## src/rtl/mul2x2_seq_ctrl.sv

```systemverilog
// Sequential WIDTH x WIDTH unsigned multiplier that time-shares one external 2x2 multiplier,
// one digit pair per cycle. Optional macro MUL2X2_SEQ_ZERO_SKIP_EN short-cuts zero operands.
module mul2x2_seq_ctrl #(
  parameter int WIDTH = 4
) (
  input  logic                 clk,
  input  logic                 rst,
  input  logic                 start,
  input  logic [WIDTH-1:0]     a,
  input  logic [WIDTH-1:0]     b,
  output logic [1:0]           pp_a,
  output logic [1:0]           pp_b,
  input  logic [3:0]           pp_p,
  output logic                 busy,
  output logic                 done,
  output logic [2*WIDTH-1:0]   product
);

  localparam int D  = WIDTH / 2;
  localparam int IW = (D > 1) ? $clog2(D) : 1;
  localparam int PW = 2 * WIDTH;

  typedef enum logic [1:0] {IDLE, RUN, DONE} state_t;

  state_t          state, state_nx;
  logic [WIDTH-1:0] a_reg, b_reg;
  logic [IW-1:0]   i, j;
  logic [PW-1:0]   acc, term, acc_nx;
  logic [IW:0]     pos;
  logic [WIDTH-1:0] a_sh, b_sh;
  logic            last_pair;

`ifdef MUL2X2_SEQ_ZERO_SKIP_EN
  logic zero_op;
  assign zero_op = (a == '0) || (b == '0);
`endif

  // Digit weight of the current pair is 2*(i+j) bit positions.
  assign pos       = {1'b0, i} + {1'b0, j};
  assign term      = PW'(pp_p) << {pos, 1'b0};
  assign acc_nx    = acc + term;
  assign a_sh      = a_reg >> {i, 1'b0};
  assign b_sh      = b_reg >> {j, 1'b0};
  assign last_pair = (i == IW'(D - 1)) && (j == IW'(D - 1));

  always_comb begin
    state_nx = state;
    busy     = 1'b0;
    pp_a     = 2'b00;
    pp_b     = 2'b00;
    case (state)
      IDLE: begin
        if (start) begin
`ifdef MUL2X2_SEQ_ZERO_SKIP_EN
          state_nx = zero_op ? DONE : RUN;
`else
          state_nx = RUN;
`endif
        end
      end
      RUN: begin
        busy = 1'b1;
        pp_a = a_sh[1:0];
        pp_b = b_sh[1:0];
        if (last_pair) state_nx = DONE;
      end
      DONE: begin
        busy     = 1'b1;
        state_nx = IDLE;
      end
      default: state_nx = IDLE;
    endcase
  end

  always_ff @(posedge clk) begin
    if (rst) begin
      state   <= IDLE;
      a_reg   <= '0;
      b_reg   <= '0;
      i       <= '0;
      j       <= '0;
      acc     <= '0;
      product <= '0;
      done    <= 1'b0;
    end else begin
      state <= state_nx;
      // done is high exactly for the DONE cycle, alongside the fresh product.
      done  <= (state_nx == DONE);
      case (state)
        IDLE: begin
          if (start) begin
            a_reg <= a;
            b_reg <= b;
            acc   <= '0;
            i     <= '0;
            j     <= '0;
`ifdef MUL2X2_SEQ_ZERO_SKIP_EN
            if (zero_op) product <= '0;
`endif
          end
        end
        RUN: begin
          acc <= acc_nx;
          if (last_pair) product <= acc_nx;
          if (j == IW'(D - 1)) begin
            j <= '0;
            i <= i + 1'b1;
          end else begin
            j <= j + 1'b1;
          end
        end
        default: ;
      endcase
    end
  end

endmodule

```

## config.mk

```make
export PLATFORM = sky130hd
export DESIGN_NAME = mul2x2_seq_ctrl
export DESIGN_NICKNAME = d
export VERILOG_FILES = /design/src/rtl/mul2x2_seq_ctrl.sv
export SDC_FILE = /design/constraint.sdc
export NUM_CORES = 1
export LEC_CHECK = 0
export ABC_AREA = 1
export CORE_MARGIN = 5
export CORE_UTILIZATION = 50
export CTS_CLUSTER_DIAMETER = 120
export DETAILED_ROUTE_END_ITERATION = 10
export PLACE_DENSITY = 0.85
export SYNTH_ARGS = -nofsm -noshare
export SYNTH_HDL_FRONTEND = slang
export SYNTH_SLANG_ARGS = --single-unit
```

## constraint.sdc

```tcl
create_clock -name clk -period 5.6 [get_ports clk]
set_input_delay 1.12 -clock clk [delete_from_list [all_inputs] [get_ports clk]]
set_output_delay 1.12 -clock clk [all_outputs]
set_load 0.01 [all_outputs]
```

Yosys cells after proc, flatten, opt, wreduce, memory -nomap -nowiden
Cells that the tools add are included.
W data, S select, Z words.

word-level totals
  input port bits = 15
  bits in registers = 29
  output and inout bits = 14
  logic and storage cells = 41

cells by class
  eq/ne operators = 5
  reduce and logical (&&, ||, !) cells = 8
  add/subtract/negate cells = 4
  shift operators = 3
  muxes and demuxes = 13

operators with widths
  kind                   number
  $pmux W8 S2            1
  $add A8 B8 Y8          1
  $mux W2                4
  $mux W8                1
  $shl A4 B3 Y8          1
  $shr A4 B2 Y2          2
  $reduce_and A2 Y1      3
  $eq A2 B2 Y1 const B   2
  $mux W1                4
  $ne A2 B2 Y1 const B   2
  $pmux W1 S2            2
  $pmux W2 S2            1
  $reduce_and A3 Y1      1
  $add A1 B1 Y1 const B  2
  $add A1 B1 Y2          1
  $eq A2 B1 Y1 const B   1
  $logic_not A2 Y1       1
  $reduce_bool A2 Y1     1
  $reduce_or A2 Y1       1
  $logic_and A1 B1 Y1    1

Longest topological paths before layout
Gate-level depths: netlist of run 1.

  depth in word-level cells = 4
  mapped depth = 18
  gate-level depth less buffers = 17

Worst setup path before layout of run 1
Ideal clock, no wire load.

  path type = input-to-reg
  start point = input pp_p[0]
  end point = register product[6]
  setup time = 0.109 ns
  stages on the path = 13
  path buffers = 0
  data required time = 5.491 ns
  slack = 3.031 ns
  data arrival time = 2.460 ns
  cell sequence = inv_1 nor3_1 ha_1 inv_1 fa_1 o21ai_2 nand3b_1 nand2_1 nand2_1 nand2_1 nand2_1 nand2_1 inv_1

between the ends
  longest elaborated chain between the ends = 2

ends and longest elaborated chain
  element               line  source
  from (decl)           13    input logic [3:0] pp_p,
  $shl A4 B3 Y8         40    assign term = PW'(pp_p) << {pos, 1'b0};
  $add A8 B8 Y8         41    assign acc_nx = acc + term;
  to (signal assigned)  104   if (last_pair) product <= acc_nx;
  to (decl)             16    output logic [2*WIDTH-1:0] product

No other way between the ends.
A chain may end at the register's enable or synchronous reset.

Worst setup path after layout of run 1
  start point = register state[1]
  end point = output pp_b[0]

between the ends
  longest elaborated chain between the ends = 2

ends and longest elaborated chain
  element                 line  source
  from (decl)             25    state_t state, state_nx;
  from (signal assigned)  86    state <= state_nx;
  $eq A2 B1 Y1            51    case (state)
  $mux W2                 51
  to (decl)               12    output logic [1:0] pp_b,

No other way between the ends.

==> reports/summary.txt, run 1 <==
FLOORPLANNING
----------------------------------------------------------------------------
Number of primary I/O pins ....................................           29
Height of the die .............................................      68.9 um
DIE AREA ......................................................    4750 um^2
Initial cell density of the core ..............................        52.0%
Chip width ....................................................      68.9 um
Floorplan core area ...........................................    3340 um^2
Row count .....................................................           21

CLOCKING
----------------------------------------------------------------------------
Number of buffers created by CTS ..............................            5
Post-cts hold buffer count ....................................            0
CTS resizes ...................................................            0
Number of setup buffers added after CTS .......................            0
Buffers from clock root to sink, at most ......................            2
Buffer type at the clock tree root ............................ sky130_fd_sc_hd__clkbuf_4
H-tree levels .................................................            2
CTS tree ......................................................        built
TritonCTS Sinks ...............................................           29
Clock latency on the worst-skew pair ..........................       340 ps
Clock-pin slew on the worst setup and hold paths ..............        90 ps

YOSYS
----------------------------------------------------------------------------
Top cells by area in the synthesized netlist .................. sky130_fd_sc_hd__dfxtp_1, sky130_fd_sc_hd__nand2_1, sky130_fd_sc_hd__nor2_1, sky130_fd_sc_hd__ha_1, sky130_fd_sc_hd__inv_1
Net count after synthesis .....................................          273
Top-area cell type share of the netlist area ..................        33.4%
Fraction of the yosys area taken by sequential cells ..........        33.4%
Synthesized area ..............................................    1740 um^2
Top cell type by total area after synthesis ................... sky130_fd_sc_hd__dfxtp_1
Yosys warnings ................................................            0
FF+latch count, synth .........................................           29
Unique masters post-synth .....................................           32
Mean instance size in the synthesized netlist .................    7.03 um^2
Number of cells produced by synthesis .........................          247

GLOBAL ROUTING
----------------------------------------------------------------------------
Maximum number of pins on one net before global-route repair ..           19
Vias in the first global route ................................         1444
Overall global routing resource usage .........................        18.2%
First-pass GRT wire length ....................................      6420 um
Antenna violations before repair ..............................            0
Total grt overflow ............................................            0

SETUP PATH
----------------------------------------------------------------------------
Critical path type ............................................   reg -> out
Cell with the most instances on the worst path ................ sky130_fd_sc_hd__nand2_1
Largest delay share family, worst path ........................ buffers and inverters
Critical path's slowest cell .................................. sky130_fd_sc_hd__clkdlybuf4s50_1
Worst stage delay on the critical path ........................       530 ps
WP data required ..............................................      4480 ps
Critical path capture point type ..............................   output pin
Largest fanout of any net on the critical path ................            7
Cell Chain, Critical Path ..................................... inv_1, ha_1, inv_2, nor2_2, nand2_1, nand2_1, clkdlybuf4s50_1
Startpoint kind of the worst setup timing path ................    flip-flop
Number of buffers and inverters on the critical path ..........            3
WP data arrival ...............................................      2090 ps

STA
----------------------------------------------------------------------------
Worst-case setup margin in the final layout ...................      2390 ps
Maximum clock skew at final layout ............................      6.71 ps
Relative max-transition margin ................................        50.1%
Final Max Tran Viols ..........................................            0
Final min period ..............................................      3210 ps
Slew at the pin closest to its max-slew limit .................       747 ps
Maximum achievable frequency ..................................      312 MHz
Setup TNS .....................................................         0 ps
Number of failing setup endpoints in the final timing report ..            0
Hold violation total from the final report ....................            0
Share of the clock period used by the worst path ..............        57.2%
Unrepaired setup endpoints after global routing ...............           no

PLACEMENT
----------------------------------------------------------------------------
I/O Buffers ...................................................           28
Post-detail-place hpwl ........................................      2690 um
Minimum setup slack after placement ...........................      2410 ps
Routability congestion estimate from global placement .........        0.832

CELLS AND AREA
----------------------------------------------------------------------------
Leading registers by flop count ............................... acc (8), product (8)
Ant. Diodes ...................................................            0
Number of nets in the finished design .........................          302
Area Growth Syn to Fin ........................................        22.2%
Filler Cell Count .............................................          310
Share of cells above drive strength 1 .........................        13.4%

DETAILED ROUTING
----------------------------------------------------------------------------
Remaining design rule violation count .........................            0
Routed len/inst ...............................................      10.9 um
Number of DRC markers in iteration 0 ..........................           73
First-pass iteration count of the detailed router .............            4
Number of nets with antenna violations after detailed routing .            0
Detail-routed via count per cell ..............................         4.85
Routed vias ...................................................         1568
Total Wirelength ..............................................      3510 um

RUN STATUS
----------------------------------------------------------------------------
Status ........................................................ finished, final reports clean

MIN PATH
----------------------------------------------------------------------------
Classification of the worst-slack hold path ...................   reg -> reg

FLOW RUN
----------------------------------------------------------------------------
Max-cap violation count .......................................            0

POWER AND IR DROP
----------------------------------------------------------------------------
Power Dens Cells ..............................................  241 nW/um^2
Maximum ir drop on the vdd rail ...............................     0.211 mV
Leakage power total ...........................................     0.975 nW

-- synthesized netlist by cell type (all sizes together) --
library cell / number
nand3b: 3
a31oi: 1
a211oi: 2
nor2: 45
dfxtp: 29
nand3: 11
a21oi: 13
a21o: 2
nor3b: 1
or2: 2
xnor2: 2
o21ai: 22
inv: 33
fa: 1
nand2: 62
clkbuf: 1
ha: 10
o211ai: 1
buf: 5
nor3: 1
-- through the flow --
step	cell area [um^2]	power [mW]	hold slack, ps	std cells	util [%]
5_1_grt	2120	0.541	506	323	63.6
3_3_place_gp	2030	0.332	456	315	60.9
3_5_place_dp	2030	0.334	463	315	60.9
4_1_cts	2120	0.518	479	323	63.6
6_report	2120	0.511	478	323	63.6
2_1_floorplan	1740	0.305	444	247	-
-- metal layers --
metal,vias up,track usage [%],wire length (um)
met1,693,25.3,1770
met4,0,8.03,69
met5,-,0,0
met2,29,26.5,1470
li1,838,-,-
met3,8,4.54,195
-- cells in the final DEF (no fill, tap or decap), types with 2 or more instances in the layout --
master	Yosys	layout
sky130_fd_sc_hd__nor2_2	4	4
sky130_fd_sc_hd__inv_1	25	25
sky130_fd_sc_hd__nand2_2	6	6
sky130_fd_sc_hd__xnor2_1	2	2
sky130_fd_sc_hd__o21ai_0	14	14
sky130_fd_sc_hd__a21oi_1	12	12
sky130_fd_sc_hd__clkbuf_4	0	5
sky130_fd_sc_hd__nand3b_1	2	2
sky130_fd_sc_hd__a211oi_2	2	2
sky130_fd_sc_hd__nor2_1	38	38
sky130_fd_sc_hd__ha_1	10	10
sky130_fd_sc_hd__nand2_1	56	56
sky130_fd_sc_hd__nor2_4	2	2
sky130_fd_sc_hd__inv_2	8	8
sky130_fd_sc_hd__dfxtp_1	29	29
sky130_fd_sc_hd__o21ai_1	6	6
sky130_fd_sc_hd__a21o_1	2	2
sky130_fd_sc_hd__clkdlybuf4s50_1	0	28
sky130_fd_sc_hd__nand3_1	11	11
-- final cells by class --
cell class,count,area (um^2),area share (%)
Clock buffer,6,51.3,2.42
Tap cell,46,57.6,2.71
Multi-Input combinational cell,179,991,46.7
Timing Repair Buffer,28,280,13.2
Inverter,33,124,5.84
Clock inverter,2,37.5,1.77
Sequential cell,29,581,27.4
-- where the power goes --
| part | switching, mW | leakage [nW] | internal [mW] |
|---|---|---|---|
| registers | 0.00616 | 0.236 | 0.215 |
| logic | 0.0634 | 0.694 | 0.0449 |
| clock network | 0.0751 | 0.0445 | 0.106 |
| total | 0.145 | 0.975 | 0.366 |
-- worst paths after layout --
| kind | end | slack, ps | start | cells after the start |
|---|---|---|---|---|
| hold / removal | acc[3] | 480 | acc[3] | 2 |
| setup / recovery | pp_b[0] | 2390 | state[1] | 7 |
| hold reg to reg | acc[3] | 480 | acc[3] | 2 |
| setup reg to reg | product[7] | 3060 | j | 17 |
-- worst min-delay path, stage by stage (launching register included) --
cell and delay [ps]:
sky130_fd_sc_hd__dfxtp_1 320, sky130_fd_sc_hd__nand2_1 60, sky130_fd_sc_hd__a21oi_1 50
-- cell families (layout without fill, tap and decap cells) --
logic type                 after synthesis  count (layout)  share of synthesized area (%)
AOI/OAI and AO/OA                       41              41                           14.3
xor gates and xnor gates                 2               2                           1.01
and+or+nand+nor                        125             125                           33.4
buffers and inverters                   39              69                           9.51
DFF                                     29              29                           33.4
adders and majority gates               11              11                           8.36
No activity file was read; power rests on OpenSTA's default activity.
==> run 2, diff against run 1 <==
clock period = 3.3 ns   (was 5.6 ns; I/O delays follow)
==> run 2 against run 1 <==
Against the previous run:
- utilization is 0.22 points higher
- critical endpoint unchanged
- largest cell class unchanged
- sequential share of layout area fell by 0.096 points
- setup slack worse by 1800 ps
- largest power group unchanged
==> reports/summary.txt, run 2 (synthesized netlist as in run 1, its figures left out) <==
DETAILED ROUTING
----------------------------------------------------------------------------
Routed len/inst ...............................................      11.0 um   was 10.9 um
Detail-routed via count per cell ..............................         4.82   was 4.85
Total Wirelength ..............................................      3580 um   was 3510 um
Number of nets with antenna violations after detailed routing .            0   unchanged
Remaining design rule violation count .........................            0   unchanged
First-pass iteration count of the detailed router .............            4   unchanged
Routed vias ...................................................         1561   was 1568
Number of DRC markers in iteration 0 ..........................           55   was 73

GLOBAL ROUTING
----------------------------------------------------------------------------
Global Route met3 Usage .......................................        5.51%   was 4.54%
Met1 track utilization from global routing ....................        24.7%   was 25.3%
First-pass GRT wire length ....................................      6440 um   was 6420 um
Overall global routing resource usage .........................        18.4%   was 18.2%
Vias in the first global route ................................         1469   was 1444
Total grt overflow ............................................            0   unchanged
Maximum number of pins on one net before global-route repair ..           19   unchanged
Most utilized layer in the global route result ................         met2   unchanged
Antenna violations before repair ..............................            0   unchanged
GR met2 Demand/Resource .......................................        27.7%   was 26.5%

FLOORPLANNING
----------------------------------------------------------------------------
Floorplan core area ...........................................    3340 um^2   unchanged
Initial cell density of the core ..............................        52.0%   unchanged
Number of primary I/O pins ....................................           29   unchanged
Height of the die .............................................      68.9 um   unchanged
Chip width ....................................................      68.9 um   unchanged
DIE AREA ......................................................    4750 um^2   unchanged
Row count .....................................................           21   unchanged

CELLS AND AREA
----------------------------------------------------------------------------
Filler Cell Count .............................................          317   was 310
Most frequent cells in the layout ............................. sky130_fd_sc_hd__nand2_1, sky130_fd_sc_hd__nor2_1, sky130_fd_sc_hd__dfxtp_1, sky130_fd_sc_hd__clkdlybuf4s50_1, sky130_fd_sc_hd__inv_1   unchanged
Area Growth Syn to Fin ........................................        22.6%   was 22.2%
Ant. Diodes ...................................................            0   unchanged
Share of cells above drive strength 1 .........................        13.7%   was 13.4%
Leading registers by flop count ............................... acc (8), product (8)   unchanged
Commonest non-fill, non-tap cell in the layout ................ sky130_fd_sc_hd__nand2_1   unchanged
Number of nets in the finished design .........................          303   was 302
Area used by multi-input combinational logic ..................     991 um^2   unchanged
Area of all placed cells without fillers ......................    2130 um^2   was 2120 um^2
Register Area .................................................     581 um^2   unchanged

CLOCKING
----------------------------------------------------------------------------
CTS tree ......................................................        built   unchanged
Number of buffers created by CTS ..............................            5   unchanged
Clock latency on the worst-skew pair ..........................       330 ps   was 340 ps
TritonCTS Sinks ...............................................           29   unchanged
Buffers from clock root to sink, at most ......................            2   unchanged
Post-cts hold buffer count ....................................            0   unchanged
H-tree levels .................................................            2   unchanged
CTS resizes ...................................................            0   unchanged
Number of setup buffers added after CTS .......................            0   unchanged
Buffer type at the clock tree root ............................ sky130_fd_sc_hd__clkbuf_4   unchanged
Clock-pin slew on the worst setup and hold paths ..............       100 ps   was 90 ps

PLACEMENT
----------------------------------------------------------------------------
Post-detail-place hpwl ........................................      2760 um   was 2690 um
Post-DP Area ..................................................    2040 um^2   was 2030 um^2
Routability congestion estimate from global placement .........        0.835   was 0.832
Minimum setup slack after placement ...........................       556 ps   was 2410 ps
I/O Buffers ...................................................           28   unchanged

STA
----------------------------------------------------------------------------
Maximum clock skew at final layout ............................      5.91 ps   was 6.71 ps
Share of the clock period used by the worst path ..............        83.3%
Worst-case setup margin in the final layout ...................       549 ps   was 2390 ps
Setup TNS .....................................................         0 ps   unchanged
Slew at the pin closest to its max-slew limit .................       376 ps   was 747 ps
Unrepaired setup endpoints after global routing ...............           no   unchanged
Relative max-transition margin ................................        74.9%   was 50.1%
Final min period ..............................................      2750 ps
Maximum achievable frequency ..................................      364 MHz
Hold violation total from the final report ....................            0   unchanged
Final Max Tran Viols ..........................................            0   unchanged
Number of failing setup endpoints in the final timing report ..            0   unchanged

SETUP PATH
----------------------------------------------------------------------------
Largest delay share family, worst path ........................ buffers and inverters   unchanged
Critical path type ............................................   reg -> out   unchanged
WP data required ..............................................      2640 ps   was 4480 ps
Critical path capture point type ..............................   output pin   unchanged
Worst stage delay on the critical path ........................       530 ps   about the same
Register-to-Register Setup Slack ..............................       800 ps   was 3060 ps
WP data arrival ...............................................      2090 ps   about the same
Cell with the most instances on the worst path ................ sky130_fd_sc_hd__nand2_1   unchanged
Largest fanout of any net on the critical path ................            7   unchanged
Critical path's slowest cell .................................. sky130_fd_sc_hd__clkdlybuf4s50_1   unchanged
Cell Chain, Critical Path ..................................... inv_1, ha_1, inv_2, nor2_2, nand2_1, nand2_1, clkdlybuf4s50_1   unchanged
Number of buffers and inverters on the critical path ..........            3   unchanged
Startpoint kind of the worst setup timing path ................    flip-flop   unchanged

POWER AND IR DROP
----------------------------------------------------------------------------
Power Dens Cells ..............................................  409 nW/um^2   was 241 nW/um^2
Leakage power total ...........................................     0.979 nW   was 0.975 nW
Overall power of the completed layout .........................     0.872 mW   was 0.511 mW
Maximum ir drop on the vdd rail ...............................     0.266 mV   was 0.211 mV

MIN PATH
----------------------------------------------------------------------------
Classification of the worst-slack hold path ...................   reg -> reg   unchanged

RUN STATUS
----------------------------------------------------------------------------
Status ........................................................ finished, final reports clean   unchanged

FLOW RUN
----------------------------------------------------------------------------
Max-cap violation count .......................................            0   unchanged

run 2: changes by cell type in the layout (fill, tap and decap cells not counted):
cell	delta
sky130_fd_sc_hd__buf_4	+1
run 2: worst reg2reg max path: cells and delay by family (launching register included):
| family | cells | cell delay, ps |
|---|---|---|
| AOI/OAI and AO/OA | 2 | 160 |
| and+or+nand+nor | 10 | 750 |
| buffers and inverters | 3 | 270 |
| adders and majority gates | 2 | 770 |
| DFF | 1 | 470 |
run 2: per-stage QoR:
step / hold WS, ps / utilization, % / instances
floorplan: 444 / - / 247
global placement: 457 / 61.2 / 316
detailed placement: 464 / 61.2 / 316
CTS: 478 / 63.8 / 324
global route: 497 / 63.8 / 324
finish: 475 / 63.8 / 324
run 2: final timing paths:
kind | from | endpoint | depth (start not counted)
worst max-delay path | state[1] | pp_b[0] | 7
worst min-delay path | acc[0] | acc[0] | 2
worst max register to register | j | product[7] | 17
worst min register to register | acc[0] | acc[0] | 2
run 2: where the power goes:
| group | switching (mW) | internal [mW] |
|---|---|---|
| Clock | 0.130 | 0.180 |
| Combinational | 0.109 | 0.0769 |
| Sequential | 0.0104 | 0.366 |
| Total | 0.249 | 0.622 |
run 2: area by class of cell:
cell class	count	share of cell area, %
tap	46	2.70
multi-input combinational	179	46.5
clock inverter	2	1.76
timing repair buffer	29	13.5
clock buffer	6	2.41
inverter	33	5.82
sequential	29	27.3
run 2: routing by layer:
layer  share of wire (%)  vias up  routed length (um)
met5                   0        -                   0
met4                 1.2        0                  44
met3                 4.9        4                 176
met2                  42       36                1510
met1                  52      675                1850
li1                    -      846                   -
